===== config.mk =====
export PLATFORM = sky130hd
export DESIGN_NAME = key_code_collector
export DESIGN_NICKNAME = d
export VERILOG_FILES = /design/src/rtl/key_code_collector.sv
export SDC_FILE = /design/constraint.sdc
export NUM_CORES = 1
export LEC_CHECK = 0
export CAP_MARGIN = 15
export CORE_MARGIN = 2
export CORE_UTILIZATION = 50
export CTS_CLUSTER_DIAMETER = 120
export DETAILED_ROUTE_END_ITERATION = 7
export DONT_BUFFER_PORTS = 1
export GPL_TIMING_DRIVEN = 0
export MAX_ROUTING_LAYER = met4
export PLACE_DENSITY_LB_ADDON = 0.05
export SYNTH_ARGS = -nofsm -noshare
export SYNTH_HDL_FRONTEND = slang
export SYNTH_SLANG_ARGS = --single-unit

===== constraint.sdc =====
create_clock -name clock -period 2.73 [get_ports clock]
set_clock_uncertainty 0.2 [all_clocks]
set_input_delay 0.273 -clock clock [delete_from_list [all_inputs] [get_ports clock]]
set_output_delay 0.273 -clock clock [all_outputs]
set_load 0.05 [all_outputs]

===== src/rtl/key_code_collector.sv =====
// key_code_collector: gathers CODE_LENGTH one-hot key presses into a code word.
// A partial entry is discarded after TIMEOUT_CYCLES idle cycles. A complete
// code is held until the consumer takes it.
//
// Handshake: code_valid is high for as long as a complete code is held. The
// code transfers on a rising edge where code_valid and code_ready are both high.
// code and digit_count stay stable until that transfer. code_ready has no effect
// while code_valid is low.
module key_code_collector #(
    parameter int CODE_LENGTH    = 4,
    parameter int TIMEOUT_CYCLES = 50000000
) (
    input  logic                       clock,
    input  logic                       resetn,
    input  logic [3:0]                 posedge_key,
    input  logic                       code_ready,
    output logic [2*CODE_LENGTH-1:0]   code,
    output logic                       code_valid,
    output logic [3:0]                 digit_count,
    output logic                       entry_active,
    output logic                       timeout,
    output logic                       invalid_press
);

    localparam int CODE_W = 2 * CODE_LENGTH;
    localparam int CNT_W  = $clog2(TIMEOUT_CYCLES);
    localparam logic [CNT_W-1:0] CNT_TERMINAL = CNT_W'(TIMEOUT_CYCLES - 1);
    localparam logic [3:0]       FULL_COUNT   = 4'(CODE_LENGTH);

    typedef enum logic [1:0] {
        IDLE  = 2'd0,
        ENTRY = 2'd1,
        HOLD  = 2'd2
    } state_t;

    state_t              state_q, state_d;
    logic [CODE_W-1:0]   code_q, code_d;
    logic [3:0]          count_q, count_d;
    logic [CNT_W-1:0]    idle_cnt_q, idle_cnt_d;
    logic                timeout_q, timeout_d;
    logic                invalid_q, invalid_d;

    logic                key_single;
    logic                key_multi;
    logic [1:0]          key_digit;
    logic [CODE_W-1:0]   code_shifted;
    logic [3:0]          count_inc;

    // Classify this cycle's key pulses: none, exactly one (with its digit), or several.
    always_comb begin
        key_single = 1'b0;
        key_multi  = 1'b0;
        key_digit  = 2'd0;
        case (posedge_key)
            4'b0000: ;
            4'b0001: begin key_single = 1'b1; key_digit = 2'd0; end
            4'b0010: begin key_single = 1'b1; key_digit = 2'd1; end
            4'b0100: begin key_single = 1'b1; key_digit = 2'd2; end
            4'b1000: begin key_single = 1'b1; key_digit = 2'd3; end
            default: key_multi = 1'b1;
        endcase
    end

    assign code_shifted = {code_q[CODE_W-3:0], key_digit};
    assign count_inc    = count_q + 4'd1;

    // Next-state and datapath decisions. In ENTRY a valid press takes priority
    // over the timeout. A multi-key press freezes the entry for that cycle.
    always_comb begin
        state_d    = state_q;
        code_d     = code_q;
        count_d    = count_q;
        idle_cnt_d = idle_cnt_q;
        timeout_d  = 1'b0;
        invalid_d  = 1'b0;
        case (state_q)
            IDLE: begin
                if (key_single) begin
                    state_d    = ENTRY;
                    code_d     = code_shifted;
                    count_d    = 4'd1;
                    idle_cnt_d = '0;
                end else if (key_multi) begin
                    invalid_d = 1'b1;
                end
            end
            ENTRY: begin
                if (key_single) begin
                    code_d     = code_shifted;
                    count_d    = count_inc;
                    idle_cnt_d = '0;
                    if (count_inc == FULL_COUNT) begin
                        state_d = HOLD;
                    end
                end else if (key_multi) begin
                    invalid_d = 1'b1;
                end else if (idle_cnt_q == CNT_TERMINAL) begin
                    state_d    = IDLE;
                    code_d     = '0;
                    count_d    = 4'd0;
                    idle_cnt_d = '0;
                    timeout_d  = 1'b1;
                end else begin
                    idle_cnt_d = idle_cnt_q + 1'b1;
                end
            end
            HOLD: begin
                if (code_ready) begin
                    state_d    = IDLE;
                    code_d     = '0;
                    count_d    = 4'd0;
                    idle_cnt_d = '0;
                end
            end
            default: begin
                state_d    = IDLE;
                code_d     = '0;
                count_d    = 4'd0;
                idle_cnt_d = '0;
            end
        endcase
    end

    // State and datapath registers; reset clears every digit and pulse at once.
    always_ff @(posedge clock or negedge resetn) begin
        if (!resetn) begin
            state_q    <= IDLE;
            code_q     <= '0;
            count_q    <= 4'd0;
            idle_cnt_q <= '0;
            timeout_q  <= 1'b0;
            invalid_q  <= 1'b0;
        end else begin
            state_q    <= state_d;
            code_q     <= code_d;
            count_q    <= count_d;
            idle_cnt_q <= idle_cnt_d;
            timeout_q  <= timeout_d;
            invalid_q  <= invalid_d;
        end
    end

    assign code          = code_q;
    assign digit_count   = count_q;
    assign code_valid    = (state_q == HOLD);
    assign entry_active  = (state_q == ENTRY);
    assign timeout       = timeout_q;
    assign invalid_press = invalid_q;

endmodule


-- Yosys cells after proc, flatten, opt, wreduce, memory -nomap -nowiden
Cells that the tools add are included.
- flip-flop bits (word level): 42
- logic and storage cells: 63
- input bits: 7
- $add $sub $neg: 2
- multiplexer cells: 34
- equal/unequal tests: 13
- reduce and logical (&&, ||, !) cells: 8
- operators by type and width (kind ; number):
    26-bit 2-to-1 mux ; 5
    26-bit one-hot mux with 3 select lines ; 1
    8-bit 2-to-1 mux ; 5
    26-bit by 1-bit adder with 26-bit output (second input constant) ; 1
    26-bit == test (second input constant) ; 1
    8-bit one-hot mux with 3 select lines ; 1
    4-bit 2-to-1 mux ; 5
    2-bit 2-to-1 mux ; 6
    2-bit one-hot mux with 3 select lines ; 2
    4-bit one-hot mux with 3 select lines ; 1
    4-bit by 3-bit == test with 1-bit output (second input constant) ; 2
    1-bit 2-to-1 mux ; 8
    3-bit by 2-bit != test with 1-bit output (second input constant) ; 2
    5-bit AND reduction ; 1
    5-bit OR reduction ; 1
    4-bit by 1-bit adder with 4-bit output (second input constant) ; 1
    4-bit by 1-bit == test with 1-bit output (second input constant) ; 1
    4-bit by 2-bit == test with 1-bit output (second input constant) ; 1
    4-bit == test (second input constant) ; 1
    4-bit zero test ; 1
    2-bit != test (second input constant) ; 2
    4-bit AND reduction ; 1
    4-bit OR reduction ; 1
    3-bit by 1-bit != test with 1-bit output (second input constant) ; 1
    other kinds (5) ; 5

-- Longest topological paths before layout
- depth after elaboration: 5
- mapped depth: 8
- depth with buffers taken out: 6

-- Least setup slack after synthesis
Ideal clock, no wire load.
- path kind: reg2reg
- from: register state_q[1]
- to: register idle_cnt_q[9]
- stages on the path, launching flop included: 6
- data arrival time: 2.023 ns
- buffers on the path: 1
- setup slack: 0.441 ns
- period minus slack after synthesis: 2.289 ns
- cells stage by stage: dfrtp_1 -> clkbuf_2 -> nor2_1 -> nand3_1 -> o311ai_0 -> a22o_1
- longest elaborated chain between the ends: 3
- elaborated cells on any way between the ends: 8
- RTL lines (element ; line ; source):
    start, declared ; 36 ; state_t state_q, state_d;
    start signal, assigned ; 134 ; state_q <= state_d;
    2-bit by 1-bit == test with 1-bit output (*) ; n/a ;
    named net entry_active ; 20 ; output logic entry_active,
    3-bit by 2-bit != test with 1-bit output (no line) ; n/a ;
    3-bit AND reduction (no line) ; n/a ;
    end signal, assigned ; 137 ; idle_cnt_q <= idle_cnt_d;
    end, declared ; 39 ; logic [CNT_W-1:0] idle_cnt_q, idle_cnt_d;
Mark *: on every way through the listed nets, which the timed path passes. The rest lies on a longest branch.
A chain may end at the register's enable or synchronous reset.

-- Worst setup path after layout
- from: input posedge_key[1]
- to: register code_q[7] (netlist: code[7])
- longest elaborated chain between the ends: 5
- elaborated cells on any way between the ends: 14
- RTL lines (element ; line ; source):
    start, declared ; 15 ; input logic [3:0] posedge_key,
    4-bit == test (tied with other cells) ; 54 ; case (posedge_key)
    4-bit OR reduction (no line) ; n/a ;
    1-bit 2-to-1 mux ; 54 ;
    3-bit by 1-bit != test with 1-bit output (no line) (tied with other cells) ; n/a ;
    4-bit AND reduction (no line) or 8-bit one-hot mux with 3 select lines (tied branches) ; n/a ;
    end signal, assigned ; 135 ; code_q <= code_d;
    end, declared ; 37 ; logic [CODE_W-1:0] code_q, code_d;
Parallel ways exist; a longest one is shown, timed or not.

==> results list <==
- Average wire length per cell after detail routing: 15.4 um
- Counting every net in the synthesized netlist gives 267.
- STA puts the critical path data arrival time at 2.56 ns.
* Core area: 0.00463 mm2
* Maximum count of clock buffers along a single path: 2
- Non-Filler Instances: 324
- Share of flip-flops with an asynchronous set or reset: 100%
* Final slew viol count: 0
- Number of port buffers: 0
- A synthesized cell averages 9.20 um2.
- For this design the top-level I/O count stands at 23.
- Critical path peak fanout: 10
- The number of failing hold endpoints at the final stage came to 0.
- Mapped Area: 0.00236 mm2
- Setup violations remaining at the end of the flow were counted as 0.
* TritonCTS buffer count: 5
- Worst slew margin relative to its limit: 37.6%
- Main synth FF type: sky130_fd_sc_hd__dfrtp_1
* Power per cell area: 638 mW/mm2
- GP Congestion: 0.801
- Clk slew on worst S/H paths: 0.08 ns
* Number of global-route vias before repair: 1815
- For this run the aggregate overflow at the end of global routing stands at 0.
* Floorplan die height: 72.8 um
* CP endpoint kind: register
- Yosys printed 0 warnings.
- Die footprint: 0.00530 mm2
- Setup repair after global routing left no endpoint under its margin.
- Including well taps, the total number of placed cells is 311.
* DRC violations left: 0
- The worst hold path belongs to the class in2reg.
- Pre-Repair DR Iteration Count: 4
- In the routed layout, each cell is associated on average with a via count of 5.74.
- DRT met1 WL: 2.40 mm
- Number of enable flip-flop cells after synthesis: 0
* Maximum clock rate: 395 MHz
* Clock insertion delay at the later pin of the skew report: 0.30 ns
* Post-layout minimum cycle time: 2.53 ns
* Maximum number of pins on one net before global-route repair: 43
* Fillcell total: 442
* CTS tree: done
- R2R Setup Slk: 0.28 ns
* Detailed-route via count: 1859
- Adder and majority gate portion of the synthesized area: 2.06%
* Global-route wire length before repair: 8.64 mm
* Type of element launching the critical path: input pin
* Leakage: 1.11 nW
- Row generation in the floorplan step produced 25 rows.
* Share of the cycle needed by the critical path after routing: 92.8%
- Synthesis handed over a netlist of 257 instances.
- H-Tree Depth: 2
- After the last flow step, the layout net total stands at 279.
- Multiplexer cells account for 3.49% of the synthesized area.
- In this run, the number of DRC markers left after iteration 0 of detailed routing was 144.
- Compound-Gate Fraction of Synth Area: 11.5%
* Fraction of synthesized cell area in xor and xnor cells: 6.30%
- For the pin with the worst max-slew slack, the measured transition is 0.933 ns.
- Growth of design area from synthesis to finish: 9.37%
* Antenna-violating nets left: 0
- In the detailed route, the total length drawn on met3 is 185 um.
- Master cell of the clock root buffer: sky130_fd_sc_hd__clkbuf_8
- For this block, the routed nets add up to 5.00 mm of wire.
* Top library cells by usage in the layout, fill and taps aside: sky130_fd_sc_hd__dfrtp_1 (42), sky130_fd_sc_hd__nand2_1 (24), sky130_fd_sc_hd__nor2_1 (21)
- Most common cell after layout, fill and taps aside: sky130_fd_sc_hd__dfrtp_1
* Largest family of logic cells by synthesized area: simple AND/OR/NAND/NOR gates
* Sequential-to-total area share from yosys stat: 44.4%
* Total of flip-flops plus latches after synthesis: 42
- In this run the top signal layer used is met4.
- Initial standard-cell utilization of the core: 51.1%
- Critical path type: in2reg
* Data required time of the worst path: 2.75 ns
* Overall global routing resource usage: 21.5%
- Max-cap violations in this run came to 0.
* Count of different cell masters after synthesis: 48
- The run finished with clean final reports.
* Area share of and/or/nand/nor cells after synthesis: 26.8%
- Antenna cells: 0
- Layout cells sized above 1: 11.1%
* Setup_tns: 0 ns
- The die is 72.8 um wide.
- Summed over all nets, the half-perimeter wirelength after detailed placement is 3.44 mm.
- Worst VDD drop: 0.488 mV
* Clock tree sinks: 42
* Number of antenna violations at the first check in global routing: 0
- After detailed routing, the met2 layer carries 2.35 mm of wire.
[path summary, 6_finish.rpt]
kind	end	startpoint	depth (start not counted)
min in group asynchronous	idle_cnt_q[22]$_DFFE_PN0P_	resetn	2
hold / removal	code[1]$_DFFE_PN0P_	posedge_key[0]	3
hold reg to reg	idle_cnt_q[23]$_DFFE_PN0P_	idle_cnt_q[23]$_DFFE_PN0P_	2
max in group asynchronous	idle_cnt_q[6]$_DFFE_PN0P_	resetn	2
setup / recovery	code[7]$_DFFE_PN0P_	posedge_key[1]	9
setup reg to reg	code[7]$_DFFE_PN0P_	idle_cnt_q[8]$_DFFE_PN0P_	7
[report_power, final]
part | leakage, nW | total [mW] | switching (mW) | internal (mW)
Sequential | 0.569 | 0.963 | 0.277 | 0.685
Clock | 0.0482 | 0.416 | 0.212 | 0.204
Combinational | 0.490 | 0.271 | 0.159 | 0.112
Total | 1.11 | 1.65 | 0.648 | 1.00
[worst max-delay path: stages]
cell	delay [ns]
sky130_fd_sc_hd__dlygate4sd3_1	0.55
sky130_fd_sc_hd__buf_6	0.14
sky130_fd_sc_hd__nor3_1	0.31
sky130_fd_sc_hd__nand2_1	0.22
sky130_fd_sc_hd__a31oi_1	0.23
sky130_fd_sc_hd__a31o_2	0.12
sky130_fd_sc_hd__buf_2	0.22
sky130_fd_sc_hd__buf_2	0.29
sky130_fd_sc_hd__mux2i_1	0.20
[per-stage QoR]
stage	utilization [%]	power (mW)	setup slack, ns	cell area, um2	hold WS, ns
2_1_floorplan	-	1.16	0.441	2360	-0.223
3_3_place_gp	52.5	1.22	0.157	2430	-0.221
3_5_place_dp	52.5	1.23	0.153	2430	-0.221
4_1_cts	55.8	1.67	0.140	2580	0.0222
5_1_grt	55.9	1.74	0.0139	2590	0.0241
6_report	55.9	1.65	0.195	2590	0.0275
[registers in the layout (all words and copies together), names as in the netlist]
| signal | flops |
|---|---|
| timeout | 1 |
| code | 8 |
| state_q | 2 |
| digit_count | 4 |
| idle_cnt_q | 26 |
| invalid_press | 1 |
[metal layers]
| metal | global-route usage, % | vias to the layer above |
|---|---|---|
| met3 | 4.01 | 7 |
| met5 | - | - |
| met1 | 29.1 | 879 |
| met4 | 7.20 | 0 |
| li1 | - | 938 |
| met2 | 32.7 | 35 |
[cell usage after synthesis (all sizes together) (3+ instances only)]
master / number / area [um2]
dfrtp: 42 / 1050
nand2: 24 / 90.1
nor2: 22 / 82.6
nand3: 17 / 90.1
inv: 16 / 60.1
xor2: 15 / 131
nand4: 14 / 87.6
o21ai: 11 / 66.3
a21oi: 10 / 50.1
buf: 10 / 62.6
nor3: 9 / 55.1
and3: 7 / 43.8
mux2i: 6 / 60.1
or3: 4 / 25.0
a21boi: 3 / 22.5
a31oi: 3 / 18.8
ha: 3 / 37.5
nor4: 3 / 18.8
nor4b: 3 / 26.3
[layout make-up]
type,count,area (um2),area share [%]
tap,54,67.6,2.61
clock inverter,1,5.00,0.194
buffer,11,67.6,2.61
clock buffer,7,86.3,3.34
multi-input combinational,188,1190,46.0
inverter,16,60.1,2.32
sequential,42,1050,40.6
timing repair buffer,5,60.1,2.32
[logic make-up (layout without fill, tap and decap cells)]
kind of cell | after synthesis | after routing
flip-flops | 42 | 42
adder cells (fa/ha/maj) | 4 | 4
XOR/XNOR | 17 | 17
multiplexers | 8 | 8
AO/OA/AOI/OAI | 41 | 41
AND/OR/NAND/NOR | 118 | 118
buffers and inverters | 27 | 40
[repair_timing]
| action | in CTS | in global routing |
|---|---|---|
| hold buffers | 5 | 0 |
| gates resized for setup | 0 | 1 |
| endpoints found under the hold margin | 46 | 0 |
| buffers inserted | 0 | 0 |
| endpoints found under the setup margin | 0 | 5 |
No activity file was read; power rests on OpenSTA's default activity.
